`config.mk`:
```
export PLATFORM = sky130hd
export DESIGN_NAME = dmem_arbiter
export DESIGN_NICKNAME = d
export VERILOG_FILES = /design/src/rtl/dmem_arbiter.sv
export SDC_FILE = /design/constraint.sdc
export NUM_CORES = 1
export LEC_CHECK = 0
export BUFFER_PORTS_ARGS = -buffer_cell sky130_fd_sc_hd__buf_2
export CAP_MARGIN = 20
export CORE_AREA = 2 2 117 119
export CTS_CLUSTER_SIZE = 28
export DETAILED_ROUTE_END_ITERATION = 8
export DIE_AREA = 0 0 119 121
export GPL_ROUTABILITY_DRIVEN = 0
export PLACE_DENSITY_LB_ADDON = 0.08
export SYNTH_ARGS = -nofsm -noshare
export SYNTH_HDL_FRONTEND = slang
export SYNTH_SLANG_ARGS = --single-unit
```
`constraint.sdc`:
```
create_clock -name clk -period 2 [get_ports clk]
set_input_delay 0.3 -clock clk [delete_from_list [all_inputs] [get_ports clk]]
set_output_delay 0.3 -clock clk [all_outputs]
set_load 0.005 [all_outputs]
```
`src/rtl/dmem_arbiter.sv`:
```
// Shares the single-port DMEM between the core load/store path and a DMA port.
// Core has priority; DMA is protected by a starvation bound and may burst under a bounded lock.
module dmem_arbiter #(
    parameter int ADDR_W     = 32,
    parameter int DATA_W     = 32,
    parameter int STARVE_MAX = 4,
    parameter int LOCK_MAX   = 8
) (
    input  logic              clk,
    input  logic              rst,
    input  logic              core_req,
    input  logic              core_we,
    input  logic [ADDR_W-1:0] core_addr,
    input  logic [DATA_W-1:0] core_wdata,
    output logic [DATA_W-1:0] core_rdata,
    output logic              core_stall,
    input  logic              dma_req,
    input  logic              dma_we,
    input  logic              dma_lock,
    input  logic [ADDR_W-1:0] dma_addr,
    input  logic [DATA_W-1:0] dma_wdata,
    output logic              dma_gnt,
    output logic [DATA_W-1:0] dma_rdata,
    output logic              dma_rvalid,
    output logic [ADDR_W-1:0] mem_addr,
    output logic [DATA_W-1:0] mem_wdata,
    output logic              mem_we,
    output logic              mem_re,
    input  logic [DATA_W-1:0] mem_rdata
);

    localparam int SCW = $clog2(STARVE_MAX + 1);
    localparam int LCW = $clog2(LOCK_MAX + 1);
    localparam logic [SCW-1:0] STARVE_TOP = SCW'(STARVE_MAX);
    localparam logic [SCW-1:0] STARVE_ONE = SCW'(1);
    localparam logic [LCW-1:0] LOCK_TOP   = LCW'(LOCK_MAX);
    localparam logic [LCW-1:0] LOCK_ONE   = LCW'(1);

    typedef enum logic {
        UNLOCKED = 1'b0,
        LOCKED   = 1'b1
    } lock_state_e;

    lock_state_e       state_q, state_d;
    logic [SCW-1:0]    starve_cnt_q, starve_cnt_d;
    logic [LCW-1:0]    lock_cnt_q, lock_cnt_d;
    logic [DATA_W-1:0] dma_rdata_q, dma_rdata_d;
    logic              dma_rvalid_q, dma_rvalid_d;
    logic              dma_win;
    logic              at_lock_max;

    always_comb begin
        at_lock_max = (lock_cnt_q == LOCK_TOP);
        dma_win     = ~rst & dma_req &
                      (~core_req | (starve_cnt_q == STARVE_TOP) |
                       ((state_q == LOCKED) & ~at_lock_max));

        mem_addr  = '0;
        mem_wdata = '0;
        mem_we    = 1'b0;
        mem_re    = 1'b0;
        if (dma_win) begin
            mem_addr  = dma_addr;
            mem_wdata = dma_wdata;
            mem_we    = dma_we;
            mem_re    = ~dma_we;
        end else if (core_req && !rst) begin
            mem_addr  = core_addr;
            mem_wdata = core_wdata;
            mem_we    = core_we;
            mem_re    = ~core_we;
        end

        starve_cnt_d = starve_cnt_q;
        if (dma_win || !dma_req) begin
            starve_cnt_d = '0;
        end else if (core_req && starve_cnt_q != STARVE_TOP) begin
            starve_cnt_d = starve_cnt_q + STARVE_ONE;
        end

        state_d    = state_q;
        lock_cnt_d = lock_cnt_q;
        case (state_q)
            UNLOCKED: begin
                if (dma_win && dma_lock) begin
                    state_d    = LOCKED;
                    lock_cnt_d = LOCK_ONE;
                end
            end
            LOCKED: begin
                if (!dma_req || (at_lock_max && core_req) || (dma_win && !dma_lock)) begin
                    state_d    = UNLOCKED;
                    lock_cnt_d = '0;
                end else if (dma_win) begin
                    // At the cap with an idle core the burst simply restarts its count.
                    lock_cnt_d = at_lock_max ? LOCK_ONE : lock_cnt_q + LOCK_ONE;
                end
            end
            default: begin
                state_d    = UNLOCKED;
                lock_cnt_d = '0;
            end
        endcase

        dma_rvalid_d = dma_win & ~dma_we;
        dma_rdata_d  = (dma_win && !dma_we) ? mem_rdata : dma_rdata_q;
    end

    always_ff @(posedge clk) begin
        if (rst) begin
            state_q      <= UNLOCKED;
            starve_cnt_q <= '0;
            lock_cnt_q   <= '0;
            dma_rdata_q  <= '0;
            dma_rvalid_q <= 1'b0;
        end else begin
            state_q      <= state_d;
            starve_cnt_q <= starve_cnt_d;
            lock_cnt_q   <= lock_cnt_d;
            dma_rdata_q  <= dma_rdata_d;
            dma_rvalid_q <= dma_rvalid_d;
        end
    end

    assign dma_gnt    = dma_win;
    assign core_stall = core_req & dma_win;
    assign core_rdata = mem_rdata;
    assign dma_rdata  = dma_rdata_q;
    assign dma_rvalid = dma_rvalid_q;

endmodule

```
# Yosys cells after proc, flatten, opt, wreduce, memory -nomap -nowiden
# Index checks and enable logic that the tools add are counted.
# totals
register_bits,41
in_bits,167
output_inout_bits,133
# op_classes
bitwise_logic,13
muxes,16
n_eq_ne,5
reduce_logical,15
n_addsub,2
# op_table
op,count
2-to-1 mux 32 bit,4
2-to-1 mux 4 bit,4
one-hot mux 4 bit (2 select lines),1
logical AND 1 bit,6
2-to-1 mux 1 bit,6
inverter 1 bit,6
bitwise AND 1 bit,5
adder 4 x 1 -> 4 bit (second input constant),1
== test 4 bit (second input constant),1
logical NOT 1 bit,4
adder 3 x 1 -> 3 bit (second input constant),1
== test 3 bit (second input constant),1
logical OR 1 bit,3
inequality test 3 x 1 -> 1 bit (second input constant),1
inequality test 3 bit (second input constant),1
inequality test 2 bit (second input constant),1
bitwise OR 1 bit,2
one-hot mux 1 bit (2 select lines),1
AND reduction 2 bit,1
OR reduction 2 bit,1

# Depth between registers and ports, before layout
# logic_depth
ltp_word,9
mapped_depth,8

# Worst setup path before layout
# OpenSTA, ideal clock, no wires.
# synth_path
kind,register -> output
start,register lock_cnt_q[0]
end,output mem_addr[23]
t_arrival_ps,1511
slack_ps,189
n_path_buf,2
path_stages_with_launch,9
cell_sequence,dfxtp_1 inv_1 ha_1 nand3b_4 a21oi_2 nor2_2 buf_6 buf_6 mux2i_1
# synth_via
elab_chain_cells,6
# synth_rtl
item,line_no,text
"start, declared",46,"logic [LCW-1:0] lock_cnt_q, lock_cnt_d;"
"start signal, assigned",119,lock_cnt_q <= lock_cnt_d;
== test 4 bit,53,at_lock_max = (lock_cnt_q == LOCK_TOP);
inverter 1 bit,56,((state_q == LOCKED) & ~at_lock_max));
bitwise AND 1 bit,56,
bitwise OR 1 bit,55,(~core_req | (starve_cnt_q == STARVE_TOP) |
bitwise AND 1 bit,54,dma_win = ~rst & dma_req &
2-to-1 mux 32 bit,62,if (dma_win) begin
"end, declared",25,"output logic [ADDR_W-1:0] mem_addr,"
# No other way between the ends.

# Final worst setup path
# layout_path
start,register lock_cnt_q[0]
end,output mem_addr[7]
# The elaborated chain is that of the path after synthesis.

==> summary.txt <==
Clock tree
  • Num CTS Buffers: 5
  • Root buffer cell: clkbuf_16
  • CTS tree: yes
  • Worst skew pair latency: 0.28 ns
  • Worst-path clk slew: about 0.06 ns
  • Hold-fix buffers, CTS: 0
  • Htree depth: 2
  • Clock Path Buffers: 2
  • Clk sinks: a little over 40

Logic synthesis
  • Top-area cell type share of the netlist area: 0.302
  • Synthesized cell area: 3210 um^2
  • Count of cell types in the netlist: 42
  • Post-synthesis sequential area ratio: 0.255
  • Yosys Warn Count: 0
  • Synth area leader: mux2i_1
  • Synth top area cells: mux2i_1, dfxtp_1, inv_1
  • Yosys reg bits: between 40 and 50
  • Top FF cell, synth: dfxtp_1
  • Post-synth EDFFs: 0
  • Syn Inst Count: 412
  • Syn nets: 583
  • Avg Synthesized Cell Area: approximately 8 um^2
  • Async SR Flop Fraction: 0

Pwr
  • Comb power frac: 0.289
  • Sw Ratio: 0.268
  • Tot Pwr: 2.39 mW
  • Clk network pwr share: 0.357
  • Sequential cell fraction of total power: 0.355
  • Worst VDD drop: roughly 0.32 mV
  • Net Switching: between 0.6 and 0.7 mW
  • Internal Power: ~1.7 mW
  • Pleak: approximately 3.1 nW
  • Power Dens Cells: between 400 and 500 nW/um^2

Floorplanning
  • Die area: 14,400 um^2
  • Starting density of the core: 0.246
  • Core Region: 13,100 um^2
  • Chip Width: 119 um
  • Die Y: roughly 120 um
  • # IOs: 300
  • Core Rows: 42

Global route
  • Vias in the first global route: ~3,400
  • Congestion Overflow GR: 0
  • Total GRT Usage: 0.155
  • Met1 Use GR: 0.181
  • Initial antenna violation count: 2
  • GRT Max-Usage Layer: met2
  • First-pass GRT wire length: 18.0 mm
  • GR Layer Usage met2: 0.286
  • Grt met3 use: 0.0381
  • Largest net degree at the start of global routing: 38

Worst setup path
  • Arr. time, crit path: between 1.5 and 2 ns
  • CP required: ~1.7 ns
  • R2R setup slack: 0.13 ns
  • Setup crit start kind: flop
  • Setup crit end kind: output port
  • Worst reg2reg startpoint: starve_cnt_q[0]$_SDFFE_PP0P_
  • CP Class: flop to output port
  • CP startpoint: lock_cnt_q[0]$_SDFFE_PP0P_
  • Crit Path Max Fanout: 7
  • Reg2reg end: dma_rdata[20]$_SDFFE_PP0P_
  • R2R depth: 8

Placed design
  • Final HPWL from detailed placement: ~9.4 mm
  • IO Port Bufs: ~300
  • Dpl cell area: roughly 4700 um^2
  • Number of cells after detailed placement: 844

Min path
  • Worst Hold Depth: 3
  • Min-delay src: mem_rdata[5]
  • Hold Path Class: input port to flop
  • Hold Path Sink: dma_rdata[5]$_SDFFE_PP0P_

Routing
  • Post-DR vias/cell: 4.15
  • Routed Antenna Nets: 0
  • Final wirelength: ~12 mm
  • DRT Pass-1 Iters: 4
  • DR vias: 3,620
  • Iter 0 DRT Violations: about 150
  • DR WL/cell: about 14 um
  • Remaining DRCs: 0

Timing
  • RSZ-0062 raised after global routing: true
  • PnR worst setup slack: -0.186 ns
  • Max-slew violations: 0
  • Slew @ Worst Pin: ~0.39 ns
  • Fin crit share: 1.09
  • Post-route setup TNS: -6.20 ns
  • Fmax: roughly 460 MHz
  • Final setup fails: 66
  • Headroom to the max-slew limit: 0.743
  • Skew final: 0.00714 ns
  • Final Hold Viols: 0
  • Tmin final: approximately 2.2 ns

Finish
  • Fin nets: ~860
  • Design area: about 5200 um^2
  • Non-Filler Instances: between 800 and 900
  • Most frequent cells in the layout: buf_2, mux2i_1, inv_1, nand2_1, dfxtp_1
  • Share of cells above drive strength 1: 0.517
  • Commonest non-fill, non-tap cell in the layout: buf_2
  • Area Overhead vs Synth: 61.6%

Status
  • Failing checks: setup timing
  • Status: finished with violations

Flow run
  • Max Cap Viol: 0
==> registers in the layout, summed over array words and instances (netlist names) <==
name / cells
dma_rdata: 32
dma_rvalid: 1
lock_cnt_q: 4
starve_cnt_q: 3
state_q: 1
==> metrics by stage <==
stage	worst slack, ns	hold slack, ns	utilization
after global placement	-0.0234	0.440	0.360
after CTS	-0.202	0.254	0.397
after global routing	-0.281	0.266	0.397
after floorplan	0.189	0.417	-
final	-0.186	0.263	0.397
after detailed placement	-0.0159	0.439	0.360
==> per-layer routing <==
metal,up-vias,share of wire
met1,1628,0.40
li1,1835,-
met2,141,0.52
met3,16,0.059
met4,0,0.016
met5,-,0
==> logic make-up (layout without fill, tap and decap cells) <==
group,Yosys count,in the layout,share of synthesized area
buf+inv,129,411,0.215
simple gates,118,118,0.155
mux,97,97,0.302
flops,41,41,0.255
compound gates,22,22,0.0534
fa+ha+maj,4,4,0.0156
xor+xnor,1,1,0.00273
other cells,0,2,0
==> area by class of cell <==
class / instances / area [um^2]
fill: 1384 / 7890
clock buffer: 7 / 153
timing repair buffer: 330 / 1900
clock inverter: 1 / 8.76
sequential: 41 / 826
multi-input combinational: 242 / 1800
inverter: 73 / 274
antenna: 2 / 5.00
tap: 176 / 220
==> power groups by stage <==
| stage | logic, mW | clock network (mW) | registers [mW] |
|---|---|---|---|
| floorplan | 0.317 | 0 | 0.867 |
| global placement | 0.631 | 0 | 0.865 |
| detailed placement | 0.634 | 0 | 0.865 |
| CTS | 0.699 | 0.898 | 0.848 |
| global route | 0.758 | 0.929 | 0.850 |
| finish | 0.690 | 0.853 | 0.848 |
==> worst max-delay path, cell delays in order, from the launching register on <==
cell and delay [ns]:
dfxtp_2 0.33, inv_1 0.06, ha_4 0.16, nand3b_4 0.09, a21oi_4 0.07, nor2_4 0.22
buf_6 0.17, buf_12 0.13, mux2i_2 0.24, buf_2 0.15
==> cells in the mapped netlist, types with 2 or more instances <==
master    number
ha_1           4
inv_1         73
nand2_1       70
a21oi_1        3
buf_2          5
buf_6          5
buf_12         2
a21boi_0       2
o21ai_0        2
nor2_1        37
mux2i_1       97
clkbuf_1      11
dfxtp_1       41
buf_4         32
==> how the worst max path moves through the flow <==
stage / cells past startpoint / end
5_1_grt: 9 / mem_addr[7]
4_1_cts: 9 / mem_addr[18]
3_3_place_gp: 8 / mem_addr[30]
2_1_floorplan: 8 / mem_addr[23]
6_report: 9 / mem_addr[7]
3_5_place_dp: 8 / mem_addr[30]
==> timing repair <==
item                       in CTS  in global routing
resized for setup              24                  9
pin swaps                       5                  2
setup endpoints to repair      67                 67
setup buffers                  12                  4
cloned                          5                  2
Power figures use the tool's default switching activity.
